$ cat src/rtl/elbeth_exs_muldiv_pkg.sv
// Shared types and constants for the EXS-stage iterative RV32M multiply/divide unit.
// Holds the M-op funct3 encodings, FSM state encoding, iteration count, the
// latched-operation context payload, and operand signedness helpers.
package elbeth_exs_muldiv_pkg;

  localparam int unsigned XLEN      = 32;
  localparam int unsigned ACC_W     = 2 * XLEN;
  localparam int unsigned CNT_W     = 5;
  localparam int unsigned NUM_STEPS = 32;

  typedef enum logic [2:0] {
    OP_MUL    = 3'd0,
    OP_MULH   = 3'd1,
    OP_MULHSU = 3'd2,
    OP_MULHU  = 3'd3,
    OP_DIV    = 3'd4,
    OP_DIVU   = 3'd5,
    OP_REM    = 3'd6,
    OP_REMU   = 3'd7
  } m_op_e;

  typedef enum logic [1:0] {
    S_IDLE = 2'd0,
    S_BUSY = 2'd1,
    S_DONE = 2'd2
  } state_e;

  // Everything about the in-flight op that is decided once at latch time.
  typedef struct packed {
    m_op_e             op;
    logic              neg;   // negate the selected result at completion
    logic              div0;  // divisor was zero
    logic              ovf;   // signed 0x80000000 / -1
    logic [XLEN-1:0]   rs1;   // raw dividend, returned by REM(U) on divide-by-zero
    logic [XLEN-1:0]   opnd;  // multiplicand or divisor magnitude
  } op_ctx_t;

  function automatic logic rs1_signed(input m_op_e op);
    return (op == OP_MULH) || (op == OP_MULHSU) || (op == OP_DIV) || (op == OP_REM);
  endfunction

  function automatic logic rs2_signed(input m_op_e op);
    return (op == OP_MULH) || (op == OP_DIV) || (op == OP_REM);
  endfunction

endpackage

$ cat src/rtl/elbeth_muldiv_step.sv
// One unsigned iteration of the multiply/divide datapath (combinational).
//   is_div_i : 0 = shift-add multiply step, 1 = restoring divide step
//   acc_i    : 64-bit accumulator; mul {hi partial, multiplier}, div {remainder, quotient}
//   opnd_i   : multiplicand (mul) or divisor (div) magnitude
//   acc_o    : accumulator after this step
module elbeth_muldiv_step
  import elbeth_exs_muldiv_pkg::*;
(
  input  logic             is_div_i,
  input  logic [ACC_W-1:0] acc_i,
  input  logic [XLEN-1:0]  opnd_i,
  output logic [ACC_W-1:0] acc_o
);

  logic [XLEN:0]   add_sum;
  logic [XLEN:0]   rem_sh;
  logic [XLEN-1:0] rem_sub;
  logic            take;

  always_comb begin
    // Multiply: add multiplicand into the high half when the multiplier LSB is set,
    // then shift the whole accumulator right, keeping the carry.
    add_sum = {1'b0, acc_i[ACC_W-1:XLEN]} + (acc_i[0] ? {1'b0, opnd_i} : '0);
    // Divide: shift {rem, quo} left; subtract the divisor if it fits.
    rem_sh  = acc_i[ACC_W-1:XLEN-1];
    take    = rem_sh >= {1'b0, opnd_i};
    rem_sub = XLEN'(rem_sh - {1'b0, opnd_i});
    if (is_div_i) begin
      acc_o = {(take ? rem_sub : rem_sh[XLEN-1:0]), acc_i[XLEN-2:0], take};
    end else begin
      acc_o = {add_sum, acc_i[XLEN-1:1]};
    end
  end

endmodule

$ cat src/rtl/elbeth_exs_muldiv.sv
// Iterative RV32M multiply/divide unit in the EXS stage.
// Fixed 33-cycle stall per op (latch cycle + 32 iterations), then a one-cycle done pulse.
//   clk, rst (sync, active-low), ctrl_flush (sync abort)
//   exs_muldiv_req, exs_funct3, exs_rs1_data, exs_rs2_data : op from ID/EXS register
//   muldiv_stall  : combinational stall request
//   muldiv_done   : one-cycle pulse, result valid
//   muldiv_result : result, held until next done or reset/flush
module elbeth_exs_muldiv
  import elbeth_exs_muldiv_pkg::*;
(
  input  logic            clk,
  input  logic            rst,
  input  logic            ctrl_flush,
  input  logic            exs_muldiv_req,
  input  logic [2:0]      exs_funct3,
  input  logic [XLEN-1:0] exs_rs1_data,
  input  logic [XLEN-1:0] exs_rs2_data,
  output logic            muldiv_stall,
  output logic            muldiv_done,
  output logic [XLEN-1:0] muldiv_result
);

  state_e           state_q, state_d;
  logic [CNT_W-1:0] cnt_q, cnt_d;
  logic [ACC_W-1:0] acc_q, acc_d;
  op_ctx_t          ctx_q, ctx_d;
  logic             done_q, done_d;
  logic [XLEN-1:0]  result_q, result_d;

  m_op_e            req_op;
  logic             sa, sb;
  logic [XLEN-1:0]  mag_a, mag_b;
  logic [ACC_W-1:0] step_acc;
  logic [ACC_W-1:0] prod;
  logic [XLEN-1:0]  quo_mag, rem_mag, quo, rem, fix_result;

  // Operand conditioning for the incoming request.
  always_comb begin
    req_op = m_op_e'(exs_funct3);
    sa     = rs1_signed(req_op) & exs_rs1_data[XLEN-1];
    sb     = rs2_signed(req_op) & exs_rs2_data[XLEN-1];
    mag_a  = sa ? XLEN'(-exs_rs1_data) : exs_rs1_data;
    mag_b  = sb ? XLEN'(-exs_rs2_data) : exs_rs2_data;
  end

  elbeth_muldiv_step u_step (
    .is_div_i (ctx_q.op[2]),
    .acc_i    (acc_q),
    .opnd_i   (ctx_q.opnd),
    .acc_o    (step_acc)
  );

  // Sign and special-case fix-up applied to the final iteration's output.
  always_comb begin
    prod    = ctx_q.neg ? ACC_W'(-step_acc) : step_acc;
    quo_mag = step_acc[XLEN-1:0];
    rem_mag = step_acc[ACC_W-1:XLEN];
    quo     = ctx_q.neg ? XLEN'(-quo_mag) : quo_mag;
    rem     = ctx_q.neg ? XLEN'(-rem_mag) : rem_mag;
    case (ctx_q.op)
      OP_MUL:               fix_result = prod[XLEN-1:0];
      OP_MULH, OP_MULHSU,
      OP_MULHU:             fix_result = prod[ACC_W-1:XLEN];
      OP_DIV, OP_DIVU:      fix_result = ctx_q.div0 ? '1 :
                                         ctx_q.ovf  ? {1'b1, {(XLEN-1){1'b0}}} : quo;
      OP_REM, OP_REMU:      fix_result = ctx_q.div0 ? ctx_q.rs1 :
                                         ctx_q.ovf  ? '0 : rem;
      default:              fix_result = '0;
    endcase
  end

  // Next-state and datapath control.
  always_comb begin
    state_d  = state_q;
    cnt_d    = cnt_q;
    acc_d    = acc_q;
    ctx_d    = ctx_q;
    done_d   = 1'b0;
    result_d = result_q;
    case (state_q)
      S_IDLE: begin
        if (exs_muldiv_req) begin
          state_d    = S_BUSY;
          cnt_d      = '0;
          ctx_d.op   = req_op;
          ctx_d.neg  = (req_op == OP_REM || req_op == OP_REMU) ? sa : (sa ^ sb);
          ctx_d.div0 = (exs_rs2_data == '0);
          ctx_d.ovf  = (req_op == OP_DIV || req_op == OP_REM) &&
                       (exs_rs1_data == {1'b1, {(XLEN-1){1'b0}}}) && (exs_rs2_data == '1);
          ctx_d.rs1  = exs_rs1_data;
          // Divide iterates on the dividend, multiply on the multiplier.
          ctx_d.opnd = req_op[2] ? mag_b : mag_a;
          acc_d      = {{XLEN{1'b0}}, (req_op[2] ? mag_a : mag_b)};
        end
      end
      S_BUSY: begin
        acc_d = step_acc;
        cnt_d = cnt_q + CNT_W'(1);
        if (cnt_q == CNT_W'(NUM_STEPS - 1)) begin
          state_d  = S_DONE;
          done_d   = 1'b1;
          result_d = fix_result;
        end
      end
      S_DONE:  state_d = S_IDLE;
      default: state_d = S_IDLE;
    endcase
    if (ctrl_flush) begin
      state_d  = S_IDLE;
      cnt_d    = '0;
      done_d   = 1'b0;
      result_d = '0;
    end
  end

  always_ff @(posedge clk) begin
    if (!rst) begin
      state_q  <= S_IDLE;
      cnt_q    <= '0;
      acc_q    <= '0;
      ctx_q    <= '0;
      done_q   <= 1'b0;
      result_q <= '0;
    end else begin
      state_q  <= state_d;
      cnt_q    <= cnt_d;
      acc_q    <= acc_d;
      ctx_q    <= ctx_d;
      done_q   <= done_d;
      result_q <= result_d;
    end
  end

  assign muldiv_stall  = rst & exs_muldiv_req & (state_q != S_DONE);
  assign muldiv_done   = done_q;
  assign muldiv_result = result_q;

endmodule
$ cat config.mk
export PLATFORM = sky130hd
export DESIGN_NAME = elbeth_exs_muldiv
export DESIGN_NICKNAME = d
export VERILOG_FILES = /design/src/rtl/elbeth_exs_muldiv_pkg.sv /design/src/rtl/elbeth_muldiv_step.sv /design/src/rtl/elbeth_exs_muldiv.sv
export SDC_FILE = /design/constraint.sdc
export NUM_CORES = 1
export LEC_CHECK = 0
export CAP_MARGIN = 0
export CORE_MARGIN = 1.5
export CORE_UTILIZATION = 56
export DETAILED_ROUTE_END_ITERATION = 8
export HOLD_SLACK_MARGIN = 0.1
export MAX_ROUTING_LAYER = met4
export PLACE_DENSITY_LB_ADDON = 0.2
export SYNTH_ARGS = -nofsm -noshare
export SYNTH_HDL_FRONTEND = slang
export SYNTH_SLANG_ARGS = --single-unit
$ cat constraint.sdc
create_clock -name clk -period 5.1 [get_ports clk]
set_input_delay 0.765 -clock clk [delete_from_list [all_inputs] [get_ports clk]]
set_output_delay 0.765 -clock clk [all_outputs]
set_load 0.01 [all_outputs]
## Word level (Yosys, flattened, before mapping)

Cells that the tools add are included.

- Add/subtract/negate cells: 8
- Multipliers: 0
- Divide/modulo/power cells: 0
- Magnitude comparators: 1
- Equal/unequal tests: 19
- Shift-type cells: 0
- Multiplexer cells: 24
- Bitwise operators: 7
- Reduce and logical (&&, ||, !) cells: 22

Operators by type and width:

| cell | count |
|---|---|
| 32-bit 2-to-1 mux | 12 |
| 64-bit 2-to-1 mux | 3 |
| 32-bit negator | 4 |
| 32-bit one-hot mux with 4 select lines | 1 |
| 64-bit one-hot mux with 2 select lines | 1 |
| 32-bit == test (second input constant) | 2 |
| 64-bit negator | 1 |
| 32-bit by 32-bit adder with 33-bit output | 1 |
| 33-bit by 32-bit >= comparator with 1-bit output | 1 |
| 32-bit zero test | 1 |
| 32-bit subtractor | 1 |
| 3-bit == test (second input constant) | 7 |
| 5-bit one-hot mux with 2 select lines | 1 |
| 3-bit by 2-bit == test with 1-bit output (second input constant) | 3 |
| 2-bit AND reduction | 4 |
| 1-bit logical OR | 7 |
| 3-bit by 1-bit == test with 1-bit output (second input constant) | 2 |
| 2-bit != test (second input constant) | 3 |
| 2-bit OR reduction | 3 |
| 3-bit OR reduction | 2 |
| 5-bit by 1-bit adder with 5-bit output (second input constant) | 1 |
| 5-bit == test (second input constant) | 1 |
| 5-bit 2-to-1 mux | 1 |
| 1-bit AND | 4 |
| other kinds (10) | 14 |

- Flip-flop bits (word level): 174
- Latch bits: 0
- RAM bits: 0
- ROM bits: 0
- Input port bits: 71
- Output and inout bits: 34
- Logic and storage cells: 92
- Memories kept: 0

## Depth between registers and ports, before layout

- Word-level depth: 9
- Depth in mapped cells: 23
- Gate-level depth less buffers: 21

## By module

Synthesis repeated with hierarchy kept, for this count alone.

- Cell total of the unflattened synthesis: 2,268
- Area, all modules: 16,512.1 sq um

By module, submodules not included:

| module | times used | cells each | area an instance (sq um) | sequential area each (sq um) |
|---|---|---|---|---|
| elbeth_exs_muldiv | 1 | 1,597 | 11,813.8 | 3,483.3 |
| elbeth_muldiv_step | 1 | 671 | 4,698.3 | 0.0 |

## Worst setup path after synthesis

No wires, ideal clock.

- Kind: flip-flop to flip-flop
- Start point: register ctx_q[69] in the netlist's numbering
- End point: register result_q[20], in the netlist muldiv_result[20]
- Setup time: 0.129 ns
- Arrival: 4.890 ns
- Required time: 4.971 ns
- Slack: 0.081 ns
- Cell stages (with the launch flop): 21
- Buffers on the path: 7
- Path through: dfxtp_1 > buf_2 > buf_2 > buf_2 > buf_2 > clkbuf_1 > buf_2 > buf_1 > mux2i_1 > ha_1 > nand2_1 > or4_1 > or3_1 > or2_2 > or2_2 > nor2_1 > a41oi_1 > xor2_1 > nor2_1 > a2111oi_0 > nor2_1

- Word-level cells in the longest chain between the ends: 6

RTL lines:

| what | line | text |
|---|---|---|
| start, declared | elbeth_exs_muldiv.sv:26 | `op_ctx_t ctx_q, ctx_d;` |
| start signal, assigned | elbeth_exs_muldiv.sv:128 | `ctx_q <= ctx_d;` |
| 64-bit 2-to-1 mux | elbeth_muldiv_step.sv:28 | `if (is_div_i) begin` |
| 32-bit negator, on equally long branches | elbeth_exs_muldiv.sv:59, elbeth_exs_muldiv.sv:58 |  |
| 32-bit 2-to-1 mux, on equally long branches | elbeth_exs_muldiv.sv:59, elbeth_exs_muldiv.sv:58 |  |
| 32-bit 2-to-1 mux, on equally long branches | elbeth_exs_muldiv.sv:67, elbeth_exs_muldiv.sv:65 |  |
| 32-bit 2-to-1 mux, on equally long branches | elbeth_exs_muldiv.sv:66, elbeth_exs_muldiv.sv:64 |  |
| 32-bit one-hot mux with 4 select lines (*) | elbeth_exs_muldiv.sv:60 | `case (ctx_q.op)` |
| end signal, assigned | elbeth_exs_muldiv.sv:130 | `result_q <= result_d;` |
| end, declared | elbeth_exs_muldiv.sv:28 | `logic [XLEN-1:0] result_q, result_d;` |

Every way passes the cells marked *; elsewhere a longest branch is shown, timed or not.
A chain may end at the register's enable or synchronous reset.

## Final worst setup path

- Start point: register ctx_q[27] in the netlist's numbering
- End point: register result_q[28], in the netlist muldiv_result[28]

- Word-level cells in the longest chain between the ends: 8

RTL lines:

| what | line | text |
|---|---|---|
| 32-bit 2-to-1 mux (tied with other cells) | elbeth_muldiv_step.sv:23 | `add_sum = {1'b0, acc_i[ACC_W-1:XLEN]} + (acc_i[0] ? {1'b0, opnd_i} : '0);` |
| 32-bit by 32-bit adder with 33-bit output / 32-bit 2-to-1 mux (equally long branches) | elbeth_muldiv_step.sv:23, elbeth_muldiv_step.sv:29 |  |
| 64-bit 2-to-1 mux (*) | elbeth_muldiv_step.sv:28 |  |
| 32-bit negator | elbeth_exs_muldiv.sv:59 | `rem = ctx_q.neg ? XLEN'(-rem_mag) : rem_mag;` |
| 32-bit 2-to-1 mux | elbeth_exs_muldiv.sv:59 |  |
| 32-bit 2-to-1 mux | elbeth_exs_muldiv.sv:67 | `ctx_q.ovf ? '0 : rem;` |
| 32-bit 2-to-1 mux | elbeth_exs_muldiv.sv:66 | `OP_REM, OP_REMU: fix_result = ctx_q.div0 ? ctx_q.rs1 :` |
| 32-bit one-hot mux with 4 select lines (*) | elbeth_exs_muldiv.sv:60 |  |

Marked as above.

==> results by group <==
Synthesis
  – Main combinational cell family by area after synthesis: compound AO/OA/AOI/OAI gates
  – Post-Synth Adder-Cell Area: 5.40%
  – Post-synth EDFFs: 0
  – Ys Warns: 0
  – Synth Area per Inst: 7.12 um^2
  – FF+latch count, synth: 174
  – Multiplexer area fraction after synthesis: 2.72%
  – Xor/xnor cell area share of the yosys netlist: 8.60%
  – Yosys cell types: 102
  – Simple-gate share of the synthesized area: 25.6%
  – Synth Area in Compound Gates: 32.1%
  – Synth Flop Type: dfxtp_1
  – Synthesized area: 17200 um^2
  – Mapped Cells: 2416
  – Sequential fraction of the synthesis area: 20.2%
  – Syn_nets: 2560
  – Asr flop ratio synth: 0%

Critical path
  – Critical Path Start Type: flop
  – Top delay family on crit path: simple AND/OR/NAND/NOR gates
  – Crit. End Element: flop
  – Largest fanout on the critical path: 7
  – Reg2Reg Launch Point: ctx_q[27]
  – CP max stage delay: 0.40 ns
  – Sum of buffers and inverters on the critical path: 6
  – Worst endpoint required time: 5.45 ns
  – Capture point of the critical path: muldiv_result[28]
  – Critical-path top delay cell: nor4_4
  – Crit path DAT: 5.28 ns
  – FF-to-FF path depth: 22
  – Crit path depth: 22
  – CP Launch Point: ctx_q[27]
  – Top cell by count, worst path: buf_4
  – RR Endpoint: muldiv_result[28]
  – R2r setup slk: 0.17 ns
  – WS Path Type: flop to flop
  – Crit-path cells: inv_1 -> ha_2 -> nand4_4 -> nor4_4 -> a32oi_2 -> and3_2 -> buf_4 -> and3_1 -> o31a_1 -> inv_2 -> ha_1 -> inv_1 -> nor4_2 -> buf_4 -> nand4_4 -> nor3_2 -> buf_4 -> nand2_2 -> o31ai_1 -> xor2_1 -> a221oi_1 -> o22ai_1

Cells and area
  – Fillers: 2627
  – Layout cells sized above 1: 11.2%
  – Layout area overhead: 16.4%
  – Most frequent cells in the layout: nand2_1 (346), nor2_1 (179), dfxtp_1 (171), a21oi_1 (167), buf_4 (155)
  – Final #Nets: 2683
  – Final cell count without fillers: 2949
  – Commonest non-fill, non-tap cell in the layout: nand2_1

Die
  – Die Span Y: 178 um
  – I/O Pins: 105
  – Initial core utilization: 57.4%
  – Die Area: 31800 um^2
  – CORE AREA: 30000 um^2
  – Cell row count: 63
  – Chip Width: 178 um

Timing
  – Clock Skews: 0.0129 ns
  – TNS Setup: 0 ns
  – # setup viols final: 0
  – Final slew viol count: 0
  – Final Hold Fails: 0
  – Final period util: 96.7%
  – Fmax: 203 MHz
  – Final hold slack: 0.470 ns
  – Slew @ Worst Pin: 1.09 ns
  – Relative slew slack: 27.4%
  – PnR worst setup slack: 0.168 ns
  – Final critical-path required period: 4.93 ns

GRT
  – Global-route wire length before repair: 112000 um
  – Initial antenna violation count: 5
  – Largest net degree at the start of global routing: 96
  – Vias in the first global route: 18400
  – Overall Global Routing Usage: 48.4%
  – Gr ovfl total: 0

Drt
  – ANT nets after route: 0
  – Pre-Repair DR Iteration Count: 6
  – Initial DRC Count: 3207
  – Remaining DRCs: 0
  – Vias per cell: 6.96
  – DR vias: 20500
  – Post-Route WL: 75900 um
  – Per-cell routed wire length: 25.7 um

Clocking
  – Root Buffer: clkbuf_16
  – CTS tree: done
  – Hold-fix buffer count after cts: 0
  – Num CTS Buffers: 17
  – CTS Sinks: 174
  – CTS clock-pin slew for the worst setup and hold paths: 0.07 ns
  – Clock Latency Late Sink: 0.47 ns
  – H-tree levels: 4
  – Clock Path Buffers: 2

Place
  – Placed wire-length estimate: 58700 um
  – Dpl ws: 0.0792 ns
  – GPL Wtd Cong: 1.09
  – Post-Place Cells: 2900
  – Port-buffer cells: 104

Pwr
  – Flop pwr share: 31.8%
  – Clock power frac: 28.7%
  – Peak VDD IR: 0.000225 V
  – Power Dens Cells: 237 nW/um^2
  – Cell Int Power: 2800 uW
  – Gate power share: 39.5%
  – Sw Ratio: 40.9%
  – Psw: 1940 uW
  – Total power: 4750 uW
  – Pleak: 0.00777 uW

Run status
  – Outcome: complete, no violations

Flow run
  – Max Cap Viol: 0

Min path
  – Worst hold-check path type: flop to flop
## flip-flops by register name (all words and copies together), names as in the netlist
| register | cells |
|---|---|
| acc_q | 64 |
| cnt_q | 5 |
| muldiv_result | 32 |
| muldiv_done | 1 |
| state_q | 2 |
| ctx_q | 70 |
## cell families (layout without fill, tap and decap cells)
| logic type | after synthesis | after routing |
|---|---|---|
| adders and majority gates | 73 | 73 |
| buffers and inverters | 233 | 369 |
| xor gates and xnor gates | 169 | 169 |
| muxes | 45 | 45 |
| other | 0 | 7 |
| and+or+nand+nor | 919 | 919 |
| AOI/OAI and AO/OA | 803 | 803 |
| DFF | 174 | 174 |
## worst min-delay path: cells and delay by family (launching register included)
family	cells	cell delay (ns)
simple gates	1	0.05
flops	1	0.32
compound gates	1	0.05
## worst min path at each step
stage | start | endpoint | slack, ns | depth (start not counted)
after floorplan | ctx_q[35] | ctx_q[35] | 0.44 | 2
after global placement | muldiv_result[11] | muldiv_result[11] | 0.45 | 2
after detailed placement | muldiv_result[2] | muldiv_result[2] | 0.46 | 2
after CTS | ctx_q[61] | ctx_q[61] | 0.47 | 2
after global routing | ctx_q[22] | ctx_q[22] | 0.50 | 2
final | muldiv_result[2] | muldiv_result[2] | 0.47 | 2
## power by group through the flow
stage                     registers, uW  logic (uW)  clock network (uW)
after global placement             1530        1720                   0
after detailed placement           1530        1740                   0
after floorplan                    1490        1080                   0
final                              1510        1870                1360
after CTS                          1500        1750                1350
after global routing               1510        1960                1400
## synth_stat cells, types with 7 or more instances
| cell type | number | share of area, % |
|---|---|---|
| clkbuf_1 | 115 | 2.5 |
| a221o_1 | 8 | 0.47 |
| ha_1 | 71 | 5.2 |
| xnor2_1 | 105 | 5.3 |
| o211ai_1 | 77 | 3.4 |
| or3_1 | 14 | 0.51 |
| nor2b_1 | 24 | 0.87 |
| nor2_1 | 183 | 4.0 |
| nand2b_1 | 18 | 0.65 |
| a31oi_1 | 27 | 0.98 |
| nor3_1 | 63 | 1.8 |
| buf_1 | 9 | 0.20 |
| a21boi_0 | 100 | 4.4 |
| o211a_1 | 7 | 0.41 |
| dfxtp_1 | 174 | 20 |
| o22ai_1 | 8 | 0.29 |
| mux2_2 | 14 | 0.92 |
| and2_1 | 77 | 2.8 |
| inv_1 | 75 | 1.6 |
| xor2_1 | 64 | 3.3 |
| a211oi_1 | 25 | 1.1 |
| o31ai_1 | 30 | 1.3 |
| a21oi_1 | 170 | 4.9 |
| a221oi_1 | 23 | 1.2 |
| o21bai_1 | 8 | 0.35 |
| and3_1 | 17 | 0.62 |
| nand3_1 | 67 | 1.9 |
| or2_2 | 16 | 0.58 |
| a22oi_1 | 23 | 1.0 |
| or4_1 | 7 | 0.31 |
| a211o_1 | 7 | 0.36 |
| nand2_1 | 347 | 7.6 |
| nor3b_1 | 7 | 0.31 |
| nor4_1 | 23 | 0.84 |
| o21ai_0 | 137 | 4.0 |
| o21ai_1 | 19 | 0.55 |
| a21o_1 | 21 | 0.92 |
| buf_2 | 28 | 0.81 |
| o221ai_1 | 22 | 1.1 |
| mux2i_1 | 31 | 1.8 |
| o21a_1 | 19 | 0.83 |
| nand4_1 | 29 | 1.1 |
## through the flow
stage	area (um^2)	util, %
after floorplan	17200	-
after global placement	19200	64.2
after detailed placement	19200	64.2
after CTS	19800	66.1
after global routing	20000	66.9
final	20000	66.9
## metal layers
metal | vias to the layer above | track usage, % | wire [um]
li1 | 9037 | - | -
met2 | 1552 | 69.2 | 31700
met1 | 9626 | 62.1 | 29800
met5 | - | - | 0
met4 | 0 | 26.7 | 4810
met3 | 311 | 12.0 | 9530
## final cells by class
class                      count  area (um^2)  share of cell area, %
antenna                        7         17.5                 0.0874
clock buffer                  21          450                   2.25
clock inverter                11          124                  0.618
inverter                      78          293                   1.46
multi-input combinational   2009        13000                   64.7
sequential                   174         3490                   17.4
tap                          390          488                   2.44
timing repair buffer         259         2210                   11.0
## what timing repair did
action	CTS	global route
resized for setup	0	32
buffers inserted	0	10
setup endpoints to repair	0	22
Power figures use the tool's default switching activity.
